**config.mk**
```make
export PLATFORM = sky130hd
export DESIGN_NAME = neo_spike_detector
export DESIGN_NICKNAME = d
export VERILOG_FILES = /design/src/rtl/neo_spike_detector.sv
export SDC_FILE = /design/constraint.sdc
export NUM_CORES = 1
export LEC_CHECK = 0
export CORE_MARGIN = 3
export CORE_UTILIZATION = 40
export DETAILED_ROUTE_END_ITERATION = 8
export PLACE_DENSITY = 0.65
export SLEW_MARGIN = 10
export SYNTH_ARGS = -nofsm -noshare
export SYNTH_HDL_FRONTEND = slang
export SYNTH_SLANG_ARGS = --single-unit
```
**constraint.sdc**
```tcl
create_clock -name CLK -period 14.8 [get_ports CLK]
set_clock_uncertainty 0.2 [all_clocks]
set_input_delay 1.48 -clock CLK [delete_from_list [all_inputs] [get_ports CLK]]
set_output_delay 1.48 -clock CLK [all_outputs]
set_load 0.01 [all_outputs]
```
**src/rtl/neo_spike_detector.sv**
```systemverilog
// NEO spike detector: psi[n] = x[n-1]^2 - x[n]*x[n-2], threshold + refractory.
// Define SPIKE_CNT_EN to add the saturating SPIKE_CNT output.
module neo_spike_detector #(
  parameter int BITSIZE    = 12,
  parameter int REFRAC_LEN = 16,
  parameter int CNT_WIDTH  = 16
) (
  input  logic                 CLK,
  input  logic                 RST,
  input  logic                 EN,
  input  logic                 START_FLAG,
  input  logic [BITSIZE-1:0]   DATA_IN,
  input  logic [2*BITSIZE-1:0] THRESHOLD,
  output logic [2*BITSIZE:0]   DATA_OUT,
  output logic                 DATA_VALID,
  output logic                 SPIKE_FLAG,
`ifdef SPIKE_CNT_EN
  output logic [CNT_WIDTH-1:0] SPIKE_CNT,
`endif
  output logic                 BUSY
);

  localparam int MW = 2 * BITSIZE;
  localparam int PW = 2 * BITSIZE + 1;
  localparam int RW = (REFRAC_LEN < 1) ? 1 : $clog2(REFRAC_LEN + 1);

  typedef enum logic [1:0] {
    S_IDLE,
    S_WARMUP,
    S_ARMED,
    S_REFRACT
  } state_t;

  state_t r_state, w_state_nxt;

  logic                     r_start_d;
  logic                     w_acc;
  logic [1:0]               r_fill;
  logic signed [BITSIZE-1:0] w_x;
  logic signed [BITSIZE-1:0] r_x0, r_x1, r_x2;
  logic signed [MW-1:0]     r_sq, r_cr;
  logic                     r_v1, r_v2;
  logic signed [PW-1:0]     w_psi, w_thr;
  logic                     w_hit;
  logic [RW-1:0]            r_rcnt, w_rcnt_nxt;
  logic                     w_spike;

  assign w_acc = START_FLAG & ~r_start_d & EN;
  assign w_x   = {~DATA_IN[BITSIZE-1], DATA_IN[BITSIZE-2:0]};
  assign w_psi = PW'(r_sq) - PW'(r_cr);
  assign w_thr = $signed({1'b0, THRESHOLD});
  assign w_hit = (w_psi > 0) && (w_psi > w_thr);
  assign BUSY  = (r_state == S_REFRACT);

  always_comb begin
    w_state_nxt = r_state;
    w_rcnt_nxt  = r_rcnt;
    w_spike     = 1'b0;
    unique case (r_state)
      S_IDLE: w_state_nxt = S_WARMUP;
      S_WARMUP: begin
        if (w_acc && r_fill == 2'd2)
          w_state_nxt = S_ARMED;
      end
      S_ARMED: begin
        if (r_v2 && w_hit) begin
          w_spike = 1'b1;
          if (REFRAC_LEN > 0) begin
            w_state_nxt = S_REFRACT;
            w_rcnt_nxt  = RW'(REFRAC_LEN);
          end
        end
      end
      S_REFRACT: begin
        if (r_v2) begin
          w_rcnt_nxt = r_rcnt - RW'(1);
          if (r_rcnt == RW'(1))
            w_state_nxt = S_ARMED;
        end
      end
      default: w_state_nxt = S_IDLE;
    endcase
  end

  // Disable clears everything except the edge detector history.
  always_ff @(posedge CLK) begin
    if (RST || !EN) begin
      r_start_d  <= START_FLAG & ~RST;
      r_state    <= S_IDLE;
      r_rcnt     <= '0;
      r_fill     <= '0;
      r_x0       <= '0;
      r_x1       <= '0;
      r_x2       <= '0;
      r_sq       <= '0;
      r_cr       <= '0;
      r_v1       <= 1'b0;
      r_v2       <= 1'b0;
      DATA_OUT   <= '0;
      DATA_VALID <= 1'b0;
      SPIKE_FLAG <= 1'b0;
    end else begin
      r_start_d <= START_FLAG;
      r_state   <= w_state_nxt;
      r_rcnt    <= w_rcnt_nxt;
      if (w_acc) begin
        r_x2 <= r_x1;
        r_x1 <= r_x0;
        r_x0 <= w_x;
        if (r_fill != 2'd2)
          r_fill <= r_fill + 2'd1;
      end
      r_v1       <= w_acc && (r_fill == 2'd2);
      r_sq       <= MW'(r_x1) * MW'(r_x1);
      r_cr       <= MW'(r_x0) * MW'(r_x2);
      r_v2       <= r_v1;
      DATA_VALID <= r_v2;
      if (r_v2)
        DATA_OUT <= w_psi;
      SPIKE_FLAG <= w_spike;
    end
  end

`ifdef SPIKE_CNT_EN
  always_ff @(posedge CLK) begin
    if (RST)
      SPIKE_CNT <= '0;
    else if (EN && w_spike && !(&SPIKE_CNT))
      SPIKE_CNT <= SPIKE_CNT + CNT_WIDTH'(1);
  end
`else
  if (CNT_WIDTH < 1) begin : g_cnt_width_unused
  end
`endif

endmodule

```
Yosys cells after proc, flatten, opt, wreduce, memory -nomap -nowiden --
Cells that the tools add are included.
Operators by class: $add $sub $neg 3, multipliers 2, order comparisons 2, equal/unequal tests 10, multiplexer cells 10, bitwise logic cells 7, reduce and logical (&&, ||, !) cells 11
Operators by type and width (count):
- $mul A12 B12 Y24 | 2
- $gt A25 B1 Y1 const B | 1
- $gt A25 B25 Y1 | 1
- $sub A24 B24 Y25 | 1
- $mux W5 | 2
- $pmux W5 S2 | 1
- $mux W2 | 4
- $pmux W2 S4 | 1
- $eq A2 B2 Y1 const B | 3
- $ne A2 B2 Y1 const B | 3
- $eq A5 B1 Y1 const B | 1
- $sub A5 B1 Y5 const B | 1
- $ne A2 B1 Y1 const B | 2
- $not A1 Y1 | 4
- $reduce_and A4 Y1 | 1
- $and A1 B1 Y1 | 3
- $logic_and A1 B1 Y1 | 3
- $reduce_and A3 Y1 | 1
- $add A2 B1 Y2 const B | 1
- $eq A2 B1 Y1 const B | 1
- $logic_not A2 Y1 | 1
- $mux W1 | 2
- $reduce_and A2 Y1 | 1
- $reduce_bool A2 Y1 | 1
- 3 further kinds | 3
Word-level totals: register bits after elaboration 123, input bits 40, output and inout bits 28, word-level logic and storage cells 59

Longest topological paths before layout --
Gate-level depths: netlist of the first run.
word-level depth 6, depth in mapped cells 23, mapped depth without buffers 23

Worst setup path after synthesis of the first run --
No wires, ideal clock.
path type reg2reg, start reg r_x1[11], end reg r_sq[23], setup time 0.128 ns, data arrival time 4.909 ns, required time 14.472 ns, path slack 9.564 ns, cell stages (with the launch flop) 21, path buffers 1, clock period less this slack 5.236 ns, cell sequence dfxtp_1 -> clkbuf_1 -> nand2_1 -> inv_1 -> fa_1 -> inv_1 -> fa_1 -> fa_1 -> fa_1 -> fa_1 -> inv_1 -> ha_1 -> o21ai_0 -> nand2b_1 -> a21oi_1 -> nand2b_1 -> a21oi_1 -> a211oi_1 -> o31ai_1 -> xnor2_1 -> nor2_1
On the way: word-level cells in the longest chain between the ends 1
Ends and longest elaborated chain:
- start, declared | line 40 | logic signed [BITSIZE-1:0] r_x0, r_x1, r_x2;
- start signal, assigned | line 108 | r_x1 <= r_x0;
- $mul A12 B12 Y24 | line 114 | r_sq <= MW'(r_x1) * MW'(r_x1);
- end signal, assigned | line 114
- end, declared | line 41 | logic signed [MW-1:0] r_sq, r_cr;
No other way between the ends. A chain may end at the register's enable or synchronous reset.

Final worst setup path of the first run --
Same ends and word-level chain as after synthesis.

==> flow_metrics.tcl, run 1 <==
set metrics [dict create \
    drt_wl_total_mm 37.8 \
    ff_latch_area_sq_mm 0.00244 \
    place.detailed.hpwl_mm 30.6 \
    final_nets 2362 \
    cts_buffers 17 \
    grt_overflow 0 \
    mostFrequentLayoutCells "inv_1, fa_1, nand2_1" \
    crit_type "flip-flop to flip-flop" \
    die_h_microns 208 \
    drive_above_1_share_pct 2.97 \
    die-area_sq_mm 0.0434 \
    syn_nets 2342 \
    post_drt_wl_per_cell_microns 15.5 \
    use_met3_pct 2.49 \
    h-tree-depth 4 \
    first_global_vias 12600 \
    slew_headroom_pct 37.1 \
    tightest_slew_ns 0.943 \
    period_minus_slack_ns 5.88 \
    clk_pin_slew_ns 0.06 \
    ios 68 \
    fin_setup_tns_ns 0 \
    synthCells 1883 \
    final_cells 2441 \
    critPathBufInv 3 \
    num_antenna_cells 0 \
    initial_core_util_pct 40.9 \
    drt-vias-per-instance 5.02 \
    slowest_delay_ns 0.82 \
    cts_tree "done" \
    crit_top_cell "fa_1" \
    fin_crit_sh_pct 39.8 \
    coreArea_sq_mm 0.0401 \
    critical_path_depth 19 \
    rsz0062_at_grt "no" \
    p_per_area_mw_per_mm2 44.0 \
    syn-mean-instance-area_sq_um 8.70 \
    whs_ns 0.239 \
    vias 12300 \
    finalMaxSlewViolations 0 \
    drtIter0Drc 631 \
    busiest_layer "met2" \
    slowest_stage "dfxtp_1" \
    dp.cells 2409 \
    ir_drop_uv 81.6 \
    cts.sinks 122 \
    drcViolationCount 0 \
    synth_edf_count 0 \
    synthFlopType "dfxtp_1" \
    cts_resized 0 \
    die_w_microns 208 \
    hold_class "flip-flop to flip-flop" \
    first_pass_iters 5 \
    root_buffer "clkbuf_16" \
    finalHoldViolations 0 \
    fmax_mhz 170 \
    multi_input_area_sq_mm 0.0122 \
    netlist_area_sq_mm 0.0164 \
    min_delay_path_depth 1 \
    grt_max_degree 65 \
    cap_violations 0 \
    required_ns 14.88 \
    finalWorstSetupSlack_ns 8.92 \
    grt_pass1_wl_mm 62.7 \
    ys_types 68 \
    gp_congestion 0.852 \
    portBuffers 67 \
    crit_chain "nand2_1 > inv_1 > fa_1 > ha_1 > fa_1 > inv_1 > fa_1 > fa_1 > inv_1 > ha_1 > o21ai_0 > nand2b_1 > a21oi_1 > nand2b_1 > a21oi_1 > a211oi_1 > o31ai_1 > xnor2_1 > nor2_1" \
    clk_latency_ns 0.43 \
    grt_util_met2_pct 30.8 \
    status "complete, no violations" \
    grt_util_met1_pct 23.3 \
    arrival_ns 5.97 \
    end_kind "flip-flop" \
    crit_family "adder cells" \
    ys_seq_elements 122 \
    power.leakage_nw 8.66 \
    post_cts_buffers 0 \
    ant_nets 0 \
    pre_cts_ws_ns 8.92 \
    fill_cells 3906 \
    synth_warnings 0 \
    start_kind "flip-flop" \
    yosysSeqAreaShare_pct 14.9 \
    layout_commonest_cell "inv_1" \
    ctsLongestPathBuffers 2 \
    setup_viol 0 \
    grtUsageTotal_pct 17.7 \
    cp_max_fo 25 \
    antenna_found_initial 0 \
    r2r_cells 19 \
    placement_rows 73 \
    async_reset_ff_share_pct 0 \
    area_growth_pct 10.4 \
    holdBufCountCts 0 \
]
-- layer usage --
metal,wire length [microns],share of wire (%),up-vias
li1,-,-,5906
met1,16600,44,6083
met2,19000,50,238
met3,1540,4.1,32
met4,626,1.7,0
met5,0,0,-
-- flip-flops by register name (all words and copies together) (netlist names) --
signal      flops
DATA_OUT       25
r_start_d       1
r_sq           23
DATA_VALID      1
r_rcnt          5
r_x2           12
SPIKE_FLAG      1
r_fill          2
r_cr           24
r_x1           12
r_state         2
r_x0           12
r_v1            1
r_v2            1
-- cell usage after synthesis (6+ instances only) --
cell	instances	area share, %
and2_1	109	4.2
inv_1	394	9.0
fa_1	262	32
or3_1	10	0.38
nand4_1	8	0.31
nand2b_1	17	0.65
a21oi_1	93	2.8
o211ai_1	6	0.27
xor2_1	20	1.1
a21o_1	17	0.78
nor3_1	29	0.89
buf_1	7	0.16
ha_1	157	12
or2_2	6	0.23
o21a_1	9	0.41
nand3_1	17	0.52
nor2_1	102	2.3
nand2_1	205	4.7
clkbuf_1	64	1.5
nor2b_1	20	0.76
a211oi_1	22	1.0
xnor2_1	42	2.2
nor4_1	7	0.27
o21ai_0	34	1.0
dfxtp_1	122	15
nor3b_1	7	0.32
mux2i_1	22	1.3
and3_1	8	0.31
-- worst register-to-register path, stage by stage (launching register included) --
cell and delay [ns]:
dfxtp_1 0.82, nand2_1 0.21, inv_1 0.17, fa_1 0.45, ha_1 0.47, fa_1 0.54
inv_1 0.05, fa_1 0.48, fa_1 0.48, inv_1 0.04, ha_1 0.31, o21ai_0 0.19
nand2b_1 0.09, a21oi_1 0.26, nand2b_1 0.17, a21oi_1 0.06, a211oi_1 0.35, o31ai_1 0.15
xnor2_1 0.17, nor2_1 0.05
-- per-stage QoR --
step | total power [W] | util (%) | cell area, sq um
floorplan | 0.000358 | - | 16400
global placement | 0.000378 | 43.6 | 17500
detailed placement | 0.000378 | 43.6 | 17500
CTS | 0.000806 | 45.1 | 18100
global route | 0.000823 | 45.1 | 18100
finish | 0.000795 | 45.1 | 18100
-- power breakdown --
group / switching, W / total [W] / internal (W)
Clock: 0.000173 / 0.000424 / 0.000251
Combinational: 0.0000213 / 0.0000376 / 0.0000163
Sequential: 0.00000355 / 0.000333 / 0.000330
Total: 0.000198 / 0.000795 / 0.000597
-- final timing paths --
kind	start	end	slack [ns]
setup / recovery	r_x1[11]	r_sq[23]	8.92
hold / removal	r_v1	r_v2	0.24
setup reg to reg	r_x1[11]	r_sq[23]	8.92
hold reg to reg	r_v1	r_v2	0.24
-- cell families (layout without fill, tap and decap cells) --
family | count (synthesis) | after routing | share of synthesized area (%)
xor+xnor | 62 | 62 | 3.31
simple gates | 556 | 556 | 16.4
flops | 122 | 122 | 14.9
mux | 23 | 23 | 1.41
compound gates | 235 | 235 | 9.28
fa+ha+maj | 419 | 419 | 44.0
buf+inv | 466 | 499 | 10.7
-- area by class of cell --
type	count	area share [%]
Clock inverter	15	0.913
Tap cell	525	3.63
Multi-Input combinational cell	1295	67.5
Sequential cell	122	13.5
Inverter	395	8.20
Timing Repair Buffer	72	3.92
Clock buffer	17	2.35
Power figures use the tool's default switching activity.
==> run 2, diff against run 1 <==
==> constraint.sdc (replaced) <==
create_clock -name CLK -period 5.5 [get_ports CLK]
set_clock_uncertainty 0.2 [all_clocks]
set_input_delay 0.55 -clock CLK [delete_from_list [all_inputs] [get_ports CLK]]
set_output_delay 0.55 -clock CLK [all_outputs]
set_load 0.01 [all_outputs]
==> run 2 against run 1 <==
Effect of this change: critical path depth is 2 lower; fmax is 12% higher; non-clock buffer count is 69 higher; combinational power grew to 2.8 times the previous value; clock-buffer cell count stayed put; sequential power grew to 2.7 times the previous value; first-iteration DRC count is 21% higher; cell count is 2.8% higher; via count is 1.7% higher; sequential cell count stayed put; register-to-register slack worse by 8.7 ns; critical path type unchanged.
==> flow_metrics.tcl, run 2 (synthesis gave the netlist of run 1 again) <==
set metrics [dict create \
    h-tree-depth 4 \
    drt-vias-per-instance 4.96 \
    holdBufCountCts 0 \
    setup_viol 0 \
    tightest_slew_ns 0.922 \
    crit_top_cell "fa_1" \
    layout_commonest_cell "inv_1" \
    first_pass_iters 5 \
    cap_violations 0 \
    die_h_microns 208 \
    grtUsageTotal_pct 18.0 \
    slowest_stage "fa_1" \
    portBuffers 67 \
    grt_pass1_wl_mm 64.3 \
    drtIter0Drc 765 \
    fin_setup_tns_ns 0 \
    fin_crit_sh_pct 95.9 \
    ctsLongestPathBuffers 2 \
    start_kind "flip-flop" \
    drive_above_1_share_pct 8.06 \
    cp_max_fo 13 \
    status "complete, no violations" \
    drt_wl_total_mm 38.1 \
    ant_nets 0 \
    gp_congestion 0.859 \
    grt_overflow 0 \
    slew_headroom_pct 38.5 \
    power.leakage_nw 9.04 \
    mostFrequentLayoutCells "inv_1, fa_1, nand2_1" \
    drcViolationCount 0 \
    clk_latency_ns 0.44 \
    grt_max_degree 59 \
    num_antenna_cells 0 \
    largest_reg_flops 25 \
    p_per_area_mw_per_mm2 114 \
    ir_drop_uv 174 \
    required_ns 5.61 \
    crit_family "adder cells" \
    hold_class "flip-flop to flip-flop" \
    area_growth_pct 14.1 \
    crit_chain "nand2_1 > fa_1 > inv_1 > fa_1 > fa_1 > inv_1 > fa_1 > inv_1 > fa_1 > ha_1 > or3_1 > o211ai_1 > a31oi_1 > a41o_1 > o21bai_1 > xnor2_1 > nor2_1" \
    reg_top3 "DATA_OUT: 25 flops, r_cr: 24 flops, r_sq: 23 flops" \
    arrival_ns 5.38 \
    root_buffer "clkbuf_16" \
    initial_core_util_pct 40.9 \
    first_global_vias 13100 \
    die_w_microns 208 \
    period_minus_slack_ns 5.27 \
    post_drt_wl_per_cell_microns 15.2 \
    finalHoldViolations 0 \
    cts.sinks 122 \
    place.detailed.hpwl_mm 31.6 \
    regMostFlops "DATA_OUT" \
    placement_rows 73 \
    cts_buffers 17 \
    die-area_sq_mm 0.0434 \
    slowest_delay_ns 0.55 \
    antenna_found_initial 0 \
    coreArea_sq_mm 0.0401 \
    end_kind "flip-flop" \
    cts_tree "done" \
    finalMaxSlewViolations 0 \
    clk_pin_slew_ns 0.07 \
    fmax_mhz 190 \
    critPathBufInv 3 \
    r2r_slack_ns 0.23 \
    vias 12500 \
    final_nets 2431 \
    crit_type "flip-flop to flip-flop" \
    finalCoreUtilization_pct 46.6 \
    ios 68 \
]
-- run 2: cell type report --
class                      count  area (sq um)
fill                        3807         21400
sequential                   122          2500
timing repair buffer         141          1240
multi-input combinational   1295         12200
inverter                     395          1480
clock inverter                15           166
clock buffer                  17           425
tap                          525           657
-- run 2: timing repair --
item                                    CTS  global route
endpoints found under the setup margin    0            15
gates resized for setup                   0            49
setup buffers                             0             4
-- run 2: final timing paths --
check | from | to | depth (start not counted)
max | r_x2[6] | r_cr[23] | 17
min | r_v1 | r_v2 | 1
max reg2reg | r_x2[6] | r_cr[23] | 17
min reg2reg | r_v1 | r_v2 | 1
-- run 2: metal layers --
layer  vias to the layer above  track usage (%)  part of all wire [%]
met4                         0             4.72                   1.9
li1                       6040                -                     -
met5                         -                0                     0
met1                      6103             23.9                    45
met2                       278             30.6                    49
met3                        41             2.86                   4.2
-- run 2: power by group --
group	leakage (nW)	internal, W	switching [W]
clock	0.294	0.000614	0.000526
combinational	7.74	0.0000469	0.0000603
sequential	1.00	0.000883	0.00000702
total	9.04	0.00154	0.000594
-- run 2: through the flow --
step	power [W]	worst slack, ns	instances	hold WS, ns	instance area (sq um)
floorplan	0.000963	0.264	1883	0.206	16400
global placement	0.00102	0.0793	2474	0.221	18000
detailed placement	0.00102	0.0380	2474	0.221	18000
CTS	0.00217	0.00915	2506	0.239	18600
global route	0.00221	-0.00883	2510	0.251	18700
finish	0.00214	0.227	2510	0.230	18700
==> RTL edit 1, RTL diff (settings of run 2) <==
Build with the macro `SPIKE_CNT_EN` defined.
--- a/src/rtl/neo_spike_detector.sv
+++ b/src/rtl/neo_spike_detector.sv
@@ -1,5 +1,7 @@
 // NEO spike detector: psi[n] = x[n-1]^2 - x[n]*x[n-2], threshold + refractory.
 // Define SPIKE_CNT_EN to add the saturating SPIKE_CNT output.
+`define SPIKE_CNT_EN
+
 module neo_spike_detector #(
   parameter int BITSIZE    = 12,
   parameter int REFRAC_LEN = 16,
Formal check against the unedited RTL (old outputs only; new: SPIKE_CNT): equivalent (Yosys induction, for registers that start in step).
==> RTL edit 1 against run 2 <==
  * The flow now finishes with violations (setup timing)
  * Combinational power rose by 9%
  * Area after synthesis rose by 3.4%
  * Count of clock-buffer cells in the layout rose by 2
  * Sequential cell count rose by 16
  * Setup slack got worse by 0.23 ns
  * Via count rose by 7.1%
  * Synthesized cell count rose by 2.8%
  * Wire length rose by 7.0%
  * Sequential power rose by 12%
  * First-iteration DRC count fell by 5.1%
  * Total power rose by 7.8%
  * Cell area rose by 12%
==> RTL edit 1: results (changes against run 2) <==
setup_path:
  worstPathMaxFanout: 6  # -7
  crit_family: "adder cells"
  reg2reg_slack_ns: -0.003  # -0.23 ns
  crit_end: "r_sq[22]$_SDFF_PN0_"
  r2r-start: "r_x1[4]$_SDFFE_PN0P_"
  crit_arrival_ns: 5.59  # +0.21 ns
  crit_start: "r_x1[4]$_SDFFE_PN0P_"
  max_stage_delay_ns: 0.57  # +0.02 ns
route:
  wl_um: 40800  # +7.0%
  routed_via_density: 4.94  # -0.46%
  wl_per_cell_um: 15.1  # -0.61%
  drt_first_iter_violations: 726  # -5.1%
timing:
  max-slew-margin-rel_pct: 27.8  # -11 points
  setup_viol: 1  # +1
  fin_ws_ns: -0.00272  # -0.230 ns
  fin_hold_ws_ns: 0.273  # +0.0428 ns
  fin_tns_setup_ns: -0.00272  # -0.00272 ns
worst_hold_path:
  hold_path_depth: 1  # unchanged
  min-delay-start: "r_v1$_SDFF_PN0_"
  hold_end: "r_v2$_SDFF_PN0_"
placed_design:
  gp_congestion: 0.902  # +5.1%
  pre_cts_slack_ns: -0.482  # -0.520 ns
  dp.cells: 2651  # +7.2%
  portBuffers: 83  # +24%
  place_hpwl_um: 33300  # +5.7%
  placed_area_um2: 19500  # +8.4%
synth:
  yosys-top-cells-area: "fa_1 (31%), dfxtp_1 (16%), ha_1 (12%), inv_1 (8.7%), nand2_1 (4.6%)"
  async_reset_ff_share_pct: 0  # unchanged
  synthCells: 1936  # +2.8%
  yosys.cell_types.count: 70  # +2.9%
  yosysSeqAreaShare_pct: 16.3  # +1.4 points
  synth_commonest_cells: "inv_1 (391), fa_1 (261), nand2_1 (208)"
  syn_nets: 2398  # +2.4%
grt:
  use_met2_pct: 33.1  # +2.5 points
  grt.total_usage_pct: 18.8  # +0.81 points
  grt_use_met3_pct: 2.76  # -0.11 points
  first_global_vias: 14000  # +7.3%
  grt_max_degree: 73  # +24%
  grt_pass1_wl_um: 68800  # +6.9%
  met1_usage_pct: 24.4  # +0.50 points
cells_and_area:
  num-nets-final: 2618  # +7.7%
  fillers: 3785  # -0.58%
  layout-drive-gt1-share_pct: 17.6  # +9.6 points
status:
  status: "complete, but fails checks"
  violations: "setup timing"
clocking:
  path_clk_slew_ns: 0.07  # about the same
power:
  seq_power_uw: 997  # +12%
  ir_worst_vdd_mv: 0.183  # +5.1%
  p_per_area_nw_per_um2: 110  # -3.7%
  netSwitchingPower_uw: 566  # -4.6%
  p_clk_share_pct: 51.6  # -1.7 points
  leakagePower_nw: 9.87  # +9.2%
==> RTL edit 1: kinds of logic after synthesis <==
logic type	share of synthesized area, %
adder cells (fa/ha/maj)	42.7
XOR/XNOR	3.77
AND/OR/NAND/NOR	18.0
buffers and inverters	10.1
AO/OA/AOI/OAI	7.63
flip-flops	16.3
multiplexers	1.41
==> RTL edit 1: cell type report <==
type / instances / area (um2) / share of cell area [%]
tap: 532 / 666 / 3.18
clock inverter: 13 / 155 / 0.741
clock buffer: 19 / 443 / 2.12
multi-input combinational: 1340 / 13000 / 62.3
inverter: 391 / 1470 / 7.02
sequential: 138 / 2850 / 13.6
timing repair buffer: 268 / 2300 / 11.0
==> RTL edit 1: routing by layer <==
metal / wire length [um] / part of all wire, %
met5: 0 / 0
met2: 19800 / 49
met4: 787 / 1.9
met1: 18400 / 45
met3: 1770 / 4.4
==> RTL edit 1: repair_timing <==
action,CTS,global route
cloned,0,0
resized for setup,99,107
endpoints found under the setup margin,14,24
buffers inserted,10,13
pin swaps,38,74
==> RTL edit 2, RTL diff (config.mk and constraints of run 2) <==
Without the edit above. Re-encode `state_t` (4 states) as Gray code, 2 bits wide.
--- a/src/rtl/neo_spike_detector.sv
+++ b/src/rtl/neo_spike_detector.sv
@@ -25,10 +25,10 @@
   localparam int RW = (REFRAC_LEN < 1) ? 1 : $clog2(REFRAC_LEN + 1);
 
   typedef enum logic [1:0] {
-    S_IDLE,
-    S_WARMUP,
-    S_ARMED,
-    S_REFRACT
+    S_IDLE    = 2'b00,
+    S_WARMUP  = 2'b01,
+    S_ARMED   = 2'b11,
+    S_REFRACT = 2'b10
   } state_t;
 
   state_t r_state, w_state_nxt;
Function: same outputs for any inputs over 4 cycles, from zero or initial values; so few cycles prove little.
==> RTL edit 2 against run 2 <==
  * Global-route usage is 0.18 points lower
  * Final cell count about the same
  * Area after synthesis shrank 0.85%
  * Sequential cell count unchanged
  * Setup slack worse by 0.044 ns
  * Die area fell by 0.82%
  * Wire length decreased by 0.71%
  * First-iteration DRC count decreased by 11%
  * Critical path depth is 4 higher
  * Via count shrank 1.3%
  * Cell area grew 2.0%
  * Sequential power about the same
  * Total power fell by 1.7%
  * Critical path type unchanged
  * Largest power group unchanged
==> RTL edit 2: results (changes against run 2) <==
status:
  status: "finished, final reports clean"
clocking:
  clockBufferDepth: 2  # unchanged
  cts_root_buffer: "clkbuf_16"
grt:
  first_global_vias: 12700  # -2.4%
  grt_pass1_wl_um: 63600  # -1.2%
  grt_max_degree: 64  # +8.5%
  grt.total_usage_pct: 17.8  # -0.18 points
  antenna_found_initial: 0  # unchanged
worst_hold_path:
  hold_class: "flip-flop to flip-flop"
route:
  route.met3.wl_um: 1540  # -4.2%
  wl_met2_um: 18200  # -2.7%
  routed_via_density: 4.90  # -1.4%
  wirelength_met1_um: 17700  # +3.8%
  highest_layer: "met4"
  drt-pass1-iter-count: 5  # unchanged
  drt_first_iter_violations: 682  # -11%
  wl_per_cell_um: 15.1  # -0.79%
setup_path:
  crit_arrival_ns: 5.40  # +0.02 ns
  max_stage_delay_ns: 0.55  # about the same
  worstPathMaxFanout: 7  # -6
cells_and_area:
  fin_cells: 2512  # +0.080%
  diodes: 0  # unchanged
  layout-drive-gt1-share_pct: 11.4  # +3.4 points
  num-nets-final: 2433  # +0.082%
power:
  ir_worst_vdd_mv: 0.192  # +10%
  leakagePower_nw: 9.30  # +2.9%
synth:
  synth_commonest_cells: "inv_1 (389), fa_1 (262), nand2_1 (206)"
  yosysSeqAreaShare_pct: 15.0  # +0.13 points
  yosys-top-cells-area: "fa_1 (32%), dfxtp_1 (15%), ha_1 (12%), inv_1 (9.0%), nand2_1 (4.8%)"
  syn_nets: 2298  # -1.9%
  synth-main-ff-cell: "dfxtp_1"
  async_reset_ff_share_pct: 0  # unchanged
  synthCells: 1839  # -2.3%
  yosys.cell_types.count: 67  # -1.5%
placed_design:
  gp_congestion: 0.873  # +1.6%
  pre_cts_slack_ns: -0.142  # -0.180 ns
  place_hpwl_um: 31400  # -0.35%
timing:
  worst-slew-pin-transition_ns: 0.802  # -0.120 ns
==> RTL edit 2: changes by cell type in the layout (fill, tap and decap cells not counted), sizes merged, moves of 6 or more <==
cell / delta
inv: -11
nor2: -16
buf: +42
a211o: +6
a21oi: -8
o21ai: -12
nor3: -10
a21o: +14
a211oi: -13
==> RTL edit 2: routing by layer <==
metal,vias to the layer above,GRT usage (%)
li1,5996,-
met1,6017,24.4
met2,257,30.5
met3,30,2.58
met4,0,3.21
met5,-,0
==> RTL edit 2: report_power, final <==
group	total (mW)	switching [mW]	leakage, nW	internal (mW)
combinational	0.106	0.0584	8.03	0.0481
clock	1.11	0.476	0.273	0.629
sequential	0.890	0.00560	0.997	0.884
==> RTL edit 2: cell type report <==
| type | instances | area, um2 |
|---|---|---|
| Fill cell | 3778 | 20800 |
| Multi-Input combinational cell | 1260 | 12300 |
| Sequential cell | 122 | 2490 |
| Timing Repair Buffer | 183 | 1610 |
| Inverter | 390 | 1460 |
| Tap cell | 525 | 657 |
| Clock buffer | 17 | 425 |
| Clock inverter | 15 | 140 |
==> RTL edit 2: cell families after synthesis <==
group | synth area share (%)
XOR/XNOR | 3.34
adder cells (fa/ha/maj) | 44.4
buffers and inverters | 10.6
flip-flops | 15.0
AO/OA/AOI/OAI | 9.21
AND/OR/NAND/NOR | 16.0
multiplexers | 1.49
==> RTL edit 2: final timing paths <==
kind,from,to,slack (ns),cells after the start
worst max register to register,r_x1[6]$_SDFFE_PN0P_,r_sq[23]$_SDFF_PN0_,0.18,21
worst max-delay path,r_x1[6]$_SDFFE_PN0P_,r_sq[23]$_SDFF_PN0_,0.18,21
worst min register to register,r_v1$_SDFF_PN0_,r_v2$_SDFF_PN0_,0.22,1
worst min-delay path,r_v1$_SDFF_PN0_,r_v2$_SDFF_PN0_,0.22,1
==> RTL edit 2: critical path, delay by kind of cell, from the launching register on <==
family	cells	cell delay [ns]
DFF	1	0.34
buffers and inverters	7	0.70
xor gates and xnor gates	1	0.17
adders and majority gates	6	2.45
AOI/OAI and AO/OA	2	0.38
and+or+nand+nor	5	0.91
==> RTL edit 2: repair_timing <==
item,CTS,global route
endpoints found under the setup margin,5,15
pin swaps,2,19
gates resized for setup,12,74
buffers inserted,0,2
gates cloned,0,0
==> RTL edit 2: through the flow <==
stage	TNS [ns]	power, mW	cell area (um2)
detailed placement	-0.280	1.02	18200
CTS	0	2.12	18800
global placement	-0.202	1.02	18200
global route	-0.128	2.17	19100
finish	0	2.10	19100
floorplan	0	0.962	16300
